`src/rtl/rssi_ddr_rdagent_pkg.sv`:
```
// Shared constants and state encoding for the RSSI DDR read agent.
// No logic; consumed by the agent and its FIFO.
// Imported with data_packet::*.
package data_packet;

    // Read agent FSM states
    typedef enum logic [1:0] {
        ST_IDLE  = 2'd0,
        ST_CMD   = 2'd1,
        ST_DATA  = 2'd2,
        ST_FLUSH = 2'd3
    } state_t;

    // Depth of the read-data FIFO between DDR and the calibration consumer
    localparam int FIFO_DEPTH = 4;

    // Word address to byte address shift (8-byte DDR words)
    localparam int BYTE_SHIFT = 3;

endpackage

```
`src/rtl/rssi_sync_fifo.sv`:
```
// Synchronous FIFO with registered read data and registered empty flag.
// Latency: push visible (empty low) next cycle; pop data valid one cycle after pop.
// Backpressure: none; push while full without pop is dropped and flagged on ovf.
module rssi_sync_fifo #(
    parameter int WIDTH = 64,
    parameter int DEPTH = 4
) (
    input  logic             i_clk,
    input  logic             i_rst_n,
    input  logic             push,
    input  logic [WIDTH-1:0] push_dat,
    input  logic             pop,
    output logic [WIDTH-1:0] pop_dat,
    output logic             empty,
    output logic             ovf
);

    // Pointers wrap naturally; DEPTH is expected to be a power of two.
    localparam int AW = $clog2(DEPTH);
    localparam int CW = $clog2(DEPTH + 1);

    logic [WIDTH-1:0] mem [DEPTH];
    logic [AW-1:0]    wptr;
    logic [AW-1:0]    rptr;
    logic [CW-1:0]    count;
    logic [CW-1:0]    count_nxt;
    logic             full;
    logic             do_pop;
    logic             do_push;

    assign full    = (count == CW'(DEPTH));
    assign do_pop  = pop && (count != '0);
    // A pop frees a slot in the same cycle, so a full FIFO still accepts the push.
    assign do_push = push && (!full || do_pop);
    assign ovf     = push && full && !pop;

    // Next occupancy from accepted push/pop
    always_comb begin
        count_nxt = count;
        if (do_push && !do_pop) begin
            count_nxt = count + CW'(1);
        end else if (!do_push && do_pop) begin
            count_nxt = count - CW'(1);
        end
    end

    // Storage write; contents need no reset
    always_ff @(posedge i_clk) begin
        if (do_push) begin
            mem[wptr] <= push_dat;
        end
    end

    // Pointers, occupancy, registered read data and empty flag
    always_ff @(posedge i_clk or negedge i_rst_n) begin
        if (!i_rst_n) begin
            wptr    <= '0;
            rptr    <= '0;
            count   <= '0;
            pop_dat <= '0;
            empty   <= 1'b1;
        end else begin
            if (do_push) begin
                wptr <= wptr + AW'(1);
            end
            if (do_pop) begin
                rptr    <= rptr + AW'(1);
                pop_dat <= mem[rptr];
            end
            count <= count_nxt;
            empty <= (count_nxt == '0);
        end
    end

endmodule

```
`src/rtl/rssi_ddr_rdagent.sv`:
```
// DDR read agent: one command per request, BURST_LEN beats into a 4-word FIFO.
// Latency: command one cycle after request; beats pushed the cycle they arrive.
// Backpressure: command held until i_cmd_rdy; requests while busy dropped and flagged.
module rssi_ddr_rdagent
    import data_packet::*;
#(
    parameter int DDR_AW    = 32,
    parameter int DDR_DW    = 64,
    parameter int BURST_LEN = 2,
    parameter int TIMEOUT   = 1023
) (
    input  logic              i_clk,
    input  logic              i_rst_n,
    input  logic              i_ddr_rden,
    input  logic [DDR_AW-1:0] i_rdddr_addr_base,
    output logic              o_cmd_en,
    output logic [DDR_AW-1:0] o_cmd_addr,
    output logic [3:0]        o_cmd_bl,
    input  logic              i_cmd_rdy,
    input  logic              i_rd_valid,
    input  logic [DDR_DW-1:0] i_rd_data,
    input  logic              i_fifo_rden,
    output logic [DDR_DW-1:0] o_fifo_rddata,
    output logic              o_fifo_empty,
    output logic              o_busy,
    input  logic              i_err_clr,
    output logic              o_err_timeout,
    output logic              o_err_ovf,
    output logic              o_err_reqdrop
);

    localparam int BW = $clog2(BURST_LEN + 1);
    localparam int TW = $clog2(TIMEOUT + 1);

    state_t          state;
    logic [BW-1:0]   beat_cnt;
    logic [TW-1:0]   to_cnt;
    logic            last_beat;
    logic            timeout_hit;
    logic            fifo_push;
    logic [DDR_DW-1:0] fifo_push_dat;
    logic            fifo_ovf;

    assign o_cmd_bl    = 4'(BURST_LEN);
    assign last_beat   = (beat_cnt == BW'(BURST_LEN - 1));
    assign timeout_hit = (state == ST_DATA) && !i_rd_valid && (to_cnt == TW'(TIMEOUT - 1));

    // Real beats only while waiting for data; zero padding while flushing.
    assign fifo_push     = ((state == ST_DATA) && i_rd_valid) || (state == ST_FLUSH);
    assign fifo_push_dat = (state == ST_FLUSH) ? '0 : i_rd_data;

    // Request FSM with registered command and busy outputs
    always_ff @(posedge i_clk or negedge i_rst_n) begin
        if (!i_rst_n) begin
            state      <= ST_IDLE;
            o_cmd_en   <= 1'b0;
            o_cmd_addr <= '0;
            o_busy     <= 1'b0;
            beat_cnt   <= '0;
            to_cnt     <= '0;
        end else begin
            case (state)
                ST_IDLE: begin
                    if (i_ddr_rden) begin
                        o_cmd_addr <= i_rdddr_addr_base << BYTE_SHIFT;
                        o_cmd_en   <= 1'b1;
                        o_busy     <= 1'b1;
                        state      <= ST_CMD;
                    end
                end
                ST_CMD: begin
                    if (i_cmd_rdy) begin
                        o_cmd_en <= 1'b0;
                        beat_cnt <= '0;
                        to_cnt   <= '0;
                        state    <= ST_DATA;
                    end
                end
                ST_DATA: begin
                    if (i_rd_valid) begin
                        to_cnt <= '0;
                        if (last_beat) begin
                            beat_cnt <= '0;
                            o_busy   <= 1'b0;
                            state    <= ST_IDLE;
                        end else begin
                            beat_cnt <= beat_cnt + BW'(1);
                        end
                    end else if (timeout_hit) begin
                        state <= ST_FLUSH;
                    end else begin
                        to_cnt <= to_cnt + TW'(1);
                    end
                end
                ST_FLUSH: begin
                    // Pad out the burst so the consumer always gets BURST_LEN words.
                    if (last_beat) begin
                        beat_cnt <= '0;
                        o_busy   <= 1'b0;
                        state    <= ST_IDLE;
                    end else begin
                        beat_cnt <= beat_cnt + BW'(1);
                    end
                end
                default: begin
                    state <= ST_IDLE;
                end
            endcase
        end
    end

    // Sticky error flags; a set in the same cycle overrides a clear
    always_ff @(posedge i_clk or negedge i_rst_n) begin
        if (!i_rst_n) begin
            o_err_timeout <= 1'b0;
            o_err_ovf     <= 1'b0;
            o_err_reqdrop <= 1'b0;
        end else begin
            if (timeout_hit)           o_err_timeout <= 1'b1;
            else if (i_err_clr)        o_err_timeout <= 1'b0;
            if (fifo_ovf)              o_err_ovf     <= 1'b1;
            else if (i_err_clr)        o_err_ovf     <= 1'b0;
            if (i_ddr_rden && o_busy)  o_err_reqdrop <= 1'b1;
            else if (i_err_clr)        o_err_reqdrop <= 1'b0;
        end
    end

    rssi_sync_fifo #(
        .WIDTH (DDR_DW),
        .DEPTH (FIFO_DEPTH)
    ) u_fifo (
        .i_clk    (i_clk),
        .i_rst_n  (i_rst_n),
        .push     (fifo_push),
        .push_dat (fifo_push_dat),
        .pop      (i_fifo_rden),
        .pop_dat  (o_fifo_rddata),
        .empty    (o_fifo_empty),
        .ovf      (fifo_ovf)
    );

endmodule

```
`config.mk`:
```
export PLATFORM = sky130hd
export DESIGN_NAME = rssi_ddr_rdagent
export DESIGN_NICKNAME = d
export VERILOG_FILES = /design/src/rtl/rssi_ddr_rdagent_pkg.sv /design/src/rtl/rssi_sync_fifo.sv /design/src/rtl/rssi_ddr_rdagent.sv
export SDC_FILE = /design/constraint.sdc
export NUM_CORES = 1
export LEC_CHECK = 0
export CORE_MARGIN = 2
export CORE_UTILIZATION = 50
export CTS_BUF_LIST = sky130_fd_sc_hd__clkbuf_16
export CTS_CLUSTER_DIAMETER = 150
export DETAILED_ROUTE_END_ITERATION = 16
export GPL_TIMING_DRIVEN = 0
export PLACE_DENSITY_LB_ADDON = 0.12
export SLEW_MARGIN = 20
export SYNTH_ARGS = -nofsm -noshare
export SYNTH_HDL_FRONTEND = slang
export SYNTH_SLANG_ARGS = --single-unit
```
`constraint.sdc`:
```
create_clock -name i_clk -period 8.5 [get_ports i_clk]
set_input_delay 1.275 -clock i_clk [delete_from_list [all_inputs] [get_ports i_clk]]
set_output_delay 1.275 -clock i_clk [all_outputs]
set_load 0.02 [all_outputs]
```
==> results of run 1 <==
==> critical path, stage by stage <==
cell             delay (ns)
clkdlybuf4s50_1        0.59
o21ai_1                0.29
nor2_1                 0.45
and2_4                 0.58
buf_12                 0.29
==> logic make-up after synthesis <==
kind of cell,after synthesis
DFF,376
and+or+nand+nor,313
muxes,95
buffers and inverters,61
AOI/OAI and AO/OA,47
adders and majority gates,9
xor gates and xnor gates,4
other,2
==> cells in the final DEF (no fill, tap or decap), drive strengths merged, types with 3 or more instances in the layout <==
cell / n
mux2: 31
edfxtp: 256
nand3: 8
and2: 69
ha: 9
nand2b: 5
clkbuf: 66
buf: 28
inv: 27
or4: 3
nor2: 6
conb: 7
o21ai: 14
mux4: 64
clkdlybuf4s50: 197
o31ai: 4
a21oi: 9
xnor2: 4
nand4: 4
dfrtp: 119
clkinv: 14
nand2: 204
==> worst min-delay path by stage <==
stage,end,slack (ns),startpoint,cells after the start
final,u_fifo.pop_dat[6]$_DFFE_PN0P_,0.47,u_fifo.pop_dat[6]$_DFFE_PN0P_,2
after global placement,u_fifo.pop_dat[60]$_DFFE_PN0P_,0.46,u_fifo.pop_dat[60]$_DFFE_PN0P_,2
after CTS,u_fifo.pop_dat[54]$_DFFE_PN0P_,0.48,u_fifo.pop_dat[54]$_DFFE_PN0P_,2
after global routing,u_fifo.pop_dat[54]$_DFFE_PN0P_,0.49,u_fifo.pop_dat[54]$_DFFE_PN0P_,2
after detailed placement,u_fifo.pop_dat[54]$_DFFE_PN0P_,0.46,u_fifo.pop_dat[54]$_DFFE_PN0P_,2
after floorplan,beat_cnt[1]$_DFFE_PN0P_,0.45,beat_cnt[0]$_DFFE_PN0P_,1
==> flip-flops by register name, summed over array words and instances (netlist names), 2 cells and up <==
| register | flops |
|---|---|
| to_cnt | 10 |
| u_fifo.rptr | 2 |
| u_fifo.mem | 256 |
| u_fifo.count | 3 |
| o_cmd_addr | 29 |
| beat_cnt | 2 |
| u_fifo.wptr | 2 |
| u_fifo.pop_dat | 64 |
| state | 2 |
==> area by class of cell <==
class | count | share of cell area (%)
plain buffers | 49 | 1.25
inverters | 12 | 0.244
clock buffers | 39 | 5.29
multi-input cells | 475 | 20.3
well taps | 384 | 2.60
clock inverters | 31 | 0.976
flip-flops and latches | 376 | 57.9
repair buffers | 203 | 11.5
==> layer usage <==
layer / wire, um / up-vias
li1: - / 3827
met1: 12900 / 4143
met2: 14300 / 227
met3: 1420 / 42
met4: 643 / 0
met5: 0 / -
==> stage by stage <==
stage	power, mW	cells	instance area (um^2)
2_1_floorplan	4.23	912	14700
3_3_place_gp	5.13	1494	17200
3_5_place_dp	5.18	1499	17300
4_1_cts	6.75	1569	18500
5_1_grt	7.03	1569	18500
6_report	6.65	1569	18500
==> power groups by stage <==
stage	Sequential (mW)	Combinational (mW)	Clock, mW
after detailed placement	2.82	2.36	0
final	2.78	2.33	1.55
after CTS	2.78	2.37	1.59
after global routing	2.83	2.54	1.66
after floorplan	3.07	1.15	0
after global placement	2.83	2.30	0
==> out/results.tsv, run 1 <==
metric	value	unit
num-fill-cells	2117	
cts_buffers	39	
internal-power	4.54	mW
yosys.area_share.xor_xnor	0.239	%
synth_ff_type	edfxtp_1	
num_io_pins	209	
h-tree-depth	2	
r2r_setup_slack	5.77	ns
r2r_end	u_fifo.mem[0][34]$_DFFE_PP_	
p_leak	6.98	nW
worstSetupStartpoint	i_rd_valid	
worst_hold_path_type	register to register	
setup_viol	0	
seq_power_share	41.8	%
syn_area_per_cell	16.2	um^2
vdd_drop_max	0.000169	V
die_w	175	um
core_area	0.0288	mm^2
yosysTopAreaCell	edfxtp_1	
die_y	175	um
worstPathArrival	3.52	ns
drtIter0Drc	451	
grt_overflow	0	
whs	0.468	ns
seq_area	0.0107	mm^2
ant_nets	0	
critPathCaptureType	register	
met2_usage	32.7	%
yosys.area_share.simple	9.90	%
grt_pass1_vias	8404	
cts_tree	built	
power.density	360	mW/mm^2
comb_power_share	35.0	%
r2r_cells	5	
diodes	0	
synth_top_family_by_area	multiplexers	
dp_slack	4.64	ns
worstSetupPathType	input pin to register	
finalSetupTns	0	ns
cts_sinks	376	
muxShareOfSynthArea	12.2	%
async_flop_share	31.9	%
grt_max_degree	82	
drive_gt1_share	14.6	%
clkTransAtPathRegs	0.06	ns
yosysWarnings	0	
grt_use_total	19.5	%
synth-compound-area-share	2.13	%
drcViolationCount	0	
drv_cap	0	
tightest_slew	0.778	ns
crit_required	8.70	ns
fin_ws	5.17	ns
outcome	completed	
crit_path_end	u_fifo.mem[0][34]$_DFFE_PP_	
synth_area_leaders	edfxtp_1 (52%), dfrtp_1 (20%), mux4_2 (9.8%), nand2_1 (5.2%), and2_1 (2.9%)	
rows	62	
dp_hpwl	18.4	mm
path_max_fanout	33	
rsz0062_at_grt	false	
holdBufCountCts	0	
fin_crit	3.33	ns
post_cts_resized	0	
io_buffer_count	198	
wl_per_cell	18.7	um
routed_wl	29.3	mm
drv_slew	0	
hold_viol	0	
clock_skew	0.0126	ns
clock-root-buffer	clkbuf_16	
switching_share	31.7	%
multi_input_area	0.00374	mm^2
synth_edf_count	256	
grt_pass1_wl	46.2	mm
timing.rr.start	state[0]$_DFFE_PN0P_	
area_growth	25.8	%
via_count	8239	
viasPerCell	5.25	
synth_most_common_cell	edfxtp_1	
clock_latency	0.51	ns
syn_area	0.0147	mm^2
utilization	64.1	%
grtUsageMet1	26.8	%
yosysUniqueCellTypes	48	
p_clk_share	23.3	%
netlist.area_leader.share	52.4	%
clk_path_buf_depth	3	
synth_cells	907	
use_met3	3.10	%
cts_setup_buffers	0	
initial_core_util	51.0	%
grt-busiest-layer	met2	
die-area	0.0307	mm^2
netlist_top_cells_count	edfxtp_1 (256), nand2_1 (204), dfrtp_1 (119)	
finalCritPeriodShare	39.2	%
antenna_found_initial	0	
synth-adder-area-share	0.767	%
timing.fmax	300	MHz
final_nets	1268	
gp_congestion	0.769	
dr.pass1.iters	4	
p_sw	2.11	mW
ys_seq_elements	376	
yosysSeqAreaShare	72.8	%
cp-start-kind	input pin	
relSlewSlack	48.2	%
Power figures use the tool's default switching activity.
==> inputs of run 2 (changes only) <==
- CORE_UTILIZATION: 50 -> 49
- clock period: 8.5 -> 3 ns (I/O delays scaled with it)
==> run 2 against run 1 <==
Against the previous run:
- global-route usage decreased by 0.44 points
- combinational power increased to 2.8 times the previous value
- register-to-register slack got worse by 5.4 ns
- die area increased by 2.0%
- non-clock buffer count increased by 1
- sequential share of layout area decreased by 0.29 points
- critical path depth unchanged
- final cell count increased by 0.76%
- clock power increased to 2.9 times the previous value
- wire length increased by 0.31%
- sequential cell count unchanged
- hold slack got worse by 0.096 ns
- largest cell class unchanged
==> out/results.tsv, run 2 (synthesis results as in run 1) <==
metric	value	unit	change
core_area	0.0296	mm^2	was 0.0288 mm^2
path_max_fanout	35		was 33
cts_sinks	376		unchanged
via_count	8230		was 8239
final_common_cell	edfxtp_1		unchanged
cp_top_family	simple AND/OR/NAND/NOR gates		unchanged
clock_skew	0.00661	ns	was 0.0126 ns
cp-start-kind	register		was input pin
area_growth	26.4	%	was 25.8%
wl_per_cell	18.6	um	was 18.7 um
grt_overflow	0		unchanged
h-tree-depth	2		unchanged
power.density	1020	mW/mm^2	was 360 mW/mm^2
dr.pass1.iters	5		was 4
cp.buffers_inverters	2		unchanged
clk_path_buf_depth	3		unchanged
finalCritPeriodShare	88.7	%	
dp_hpwl	18.4	mm	about the same
die_w	177	um	was 175 um
drv_slew	0		unchanged
rows	63		was 62
die-area	0.0314	mm^2	was 0.0307 mm^2
worst_hold_path_type	input pin to asynchronous set/reset pin		was register to register
initial_core_util	49.7	%	was 51.0%
grt_pass1_vias	8292		was 8404
worstSetupPathType	register to register		was input pin to register
total_power	19.0	mW	was 6.65 mW
viasPerCell	5.21		was 5.25
vdd_drop_max	0.000520	V	was 0.000169 V
io_buffer_count	198		unchanged
cts_tree	built		unchanged
crit_required	3.21	ns	was 8.70 ns
ant_nets	0		unchanged
num-fill-cells	2237		was 2117
worstPathArrival	2.87	ns	was 3.52 ns
hold_viol	0		unchanged
finalSetupTns	0	ns	unchanged
cts_setup_buffers	0		unchanged
final_cell_mix	edfxtp_1 (256), nand2_1 (204), clkdlybuf4s50_1 (197), dfrtp_1 (119), and2_1 (65)		unchanged
clock-root-buffer	clkbuf_16		unchanged
reg_top3	u_fifo.mem: 256 flops, u_fifo.pop_dat: 64 flops, o_cmd_addr: 29 flops		unchanged
tightest_slew	0.694	ns	was 0.778 ns
grt_max_degree	90		was 82
grt_use_total	19.1	%	was 19.5%
placedCellCount	1505		was 1499
gp_congestion	0.774		was 0.769
grt_pass1_wl	45.8	mm	was 46.2 mm
critPathCaptureType	register		unchanged
max_stage_delay	0.59	ns	about the same
cpMaxStageDelayCell	and2_4		was clkdlybuf4s50_1
path_cells	clkbuf_1 -> o21ai_1 -> nor2_2 -> and2_4 -> buf_12		was clkdlybuf4s50_1 -> o21ai_1 -> nor2_1 -> and2_4 -> buf_12
cts_buffers	40		was 39
p_leak	7.00	nW	was 6.98 nW
fin_ws	0.340	ns	was 5.17 ns
clkTransAtPathRegs	0.06	ns	about the same
rsz0062_at_grt	false		unchanged
clock_latency	0.52	ns	was 0.51 ns
drive_gt1_share	15.0	%	was 14.6%
num_io_pins	209		unchanged
dp_slack	-0.0705	ns	was 4.64 ns
final_nets	1270		was 1268
routed_wl	29.4	mm	was 29.3 mm
die_y	177	um	was 175 um
drv_cap	0		unchanged
antenna_found_initial	2		was 0
fin_cells	1581		was 1569
largest_register	u_fifo.mem		unchanged
utilization	62.8	%	was 64.1%
drtIter0Drc	474		was 451
timing.fmax	376	MHz	
fin_crit	2.66	ns	
drcViolationCount	0		unchanged
setup_viol	0		unchanged
largest_reg_flops	256		unchanged
relSlewSlack	53.8	%	was 48.2%
outcome	completed		unchanged
## run 2: stage by stage
step / hold WS [ns] / area, um^2
2_1_floorplan: 0.154 / 14700
3_3_place_gp: 0.457 / 17200
3_5_place_dp: 0.333 / 17300
4_1_cts: 0.381 / 18500
5_1_grt: 0.388 / 18600
6_report: 0.372 / 18600
## run 2: layout make-up
| class | instances | area (um^2) | area share [%] |
|---|---|---|---|
| diodes | 1 | 2.50 | 0.0135 |
| plain buffers | 49 | 230 | 1.24 |
| clock buffers | 42 | 1050 | 5.66 |
| clock inverters | 32 | 176 | 0.951 |
| inverters | 12 | 45.0 | 0.243 |
| multi-input cells | 475 | 3740 | 20.2 |
| flip-flops and latches | 376 | 10700 | 57.6 |
| well taps | 390 | 488 | 2.63 |
| repair buffers | 204 | 2130 | 11.5 |
## run 2: timing repair
action | CTS | global route
gates resized for setup | 0 | 1
endpoints found under the setup margin | 0 | 30
hold buffers | 1 | 0
hold endpoints to repair | 31 | 0
## run 2: worst register-to-register path, stage by stage (launching register included)
cell,delay [ns]
dfrtp_1,0.43
clkbuf_1,0.34
o21ai_1,0.30
nor2_2,0.35
and2_4,0.60
buf_12,0.31
## run 2: layer usage
layer	track usage [%]	vias to the layer above	wire, um
met2	31.1	242	14100
met1	26.4	4109	12700
met5	0	-	11
met4	5.48	2	549
li1	-	3827	-
met3	3.78	50	1970
## run 2: final timing paths
kind / start / slack, ns / endpoint / cells past startpoint
min in group i_clk: u_fifo.pop_dat[23]$_DFFE_PN0P_ / 0.47 / u_fifo.pop_dat[23]$_DFFE_PN0P_ / 2
min reg2reg: u_fifo.pop_dat[23]$_DFFE_PN0P_ / 0.47 / u_fifo.pop_dat[23]$_DFFE_PN0P_ / 2
max reg2reg: state[0]$_DFFE_PN0P_ / 0.34 / u_fifo.mem[3][49]$_DFFE_PP_ / 5
max in group asynchronous: i_rst_n / 1.87 / u_fifo.pop_dat[43]$_DFFE_PN0P_ / 3
min: i_rst_n / 0.37 / to_cnt[3]$_DFFE_PN0P_ / 2
max: state[0]$_DFFE_PN0P_ / 0.34 / u_fifo.mem[3][49]$_DFFE_PP_ / 5
## run 2: report_power, final
part	switching (mW)	leakage [nW]	internal (mW)
sequential	0.571	3.82	7.32
combinational	3.56	2.54	3.03
clock	1.90	0.646	2.61
total	6.03	7.00	13.0
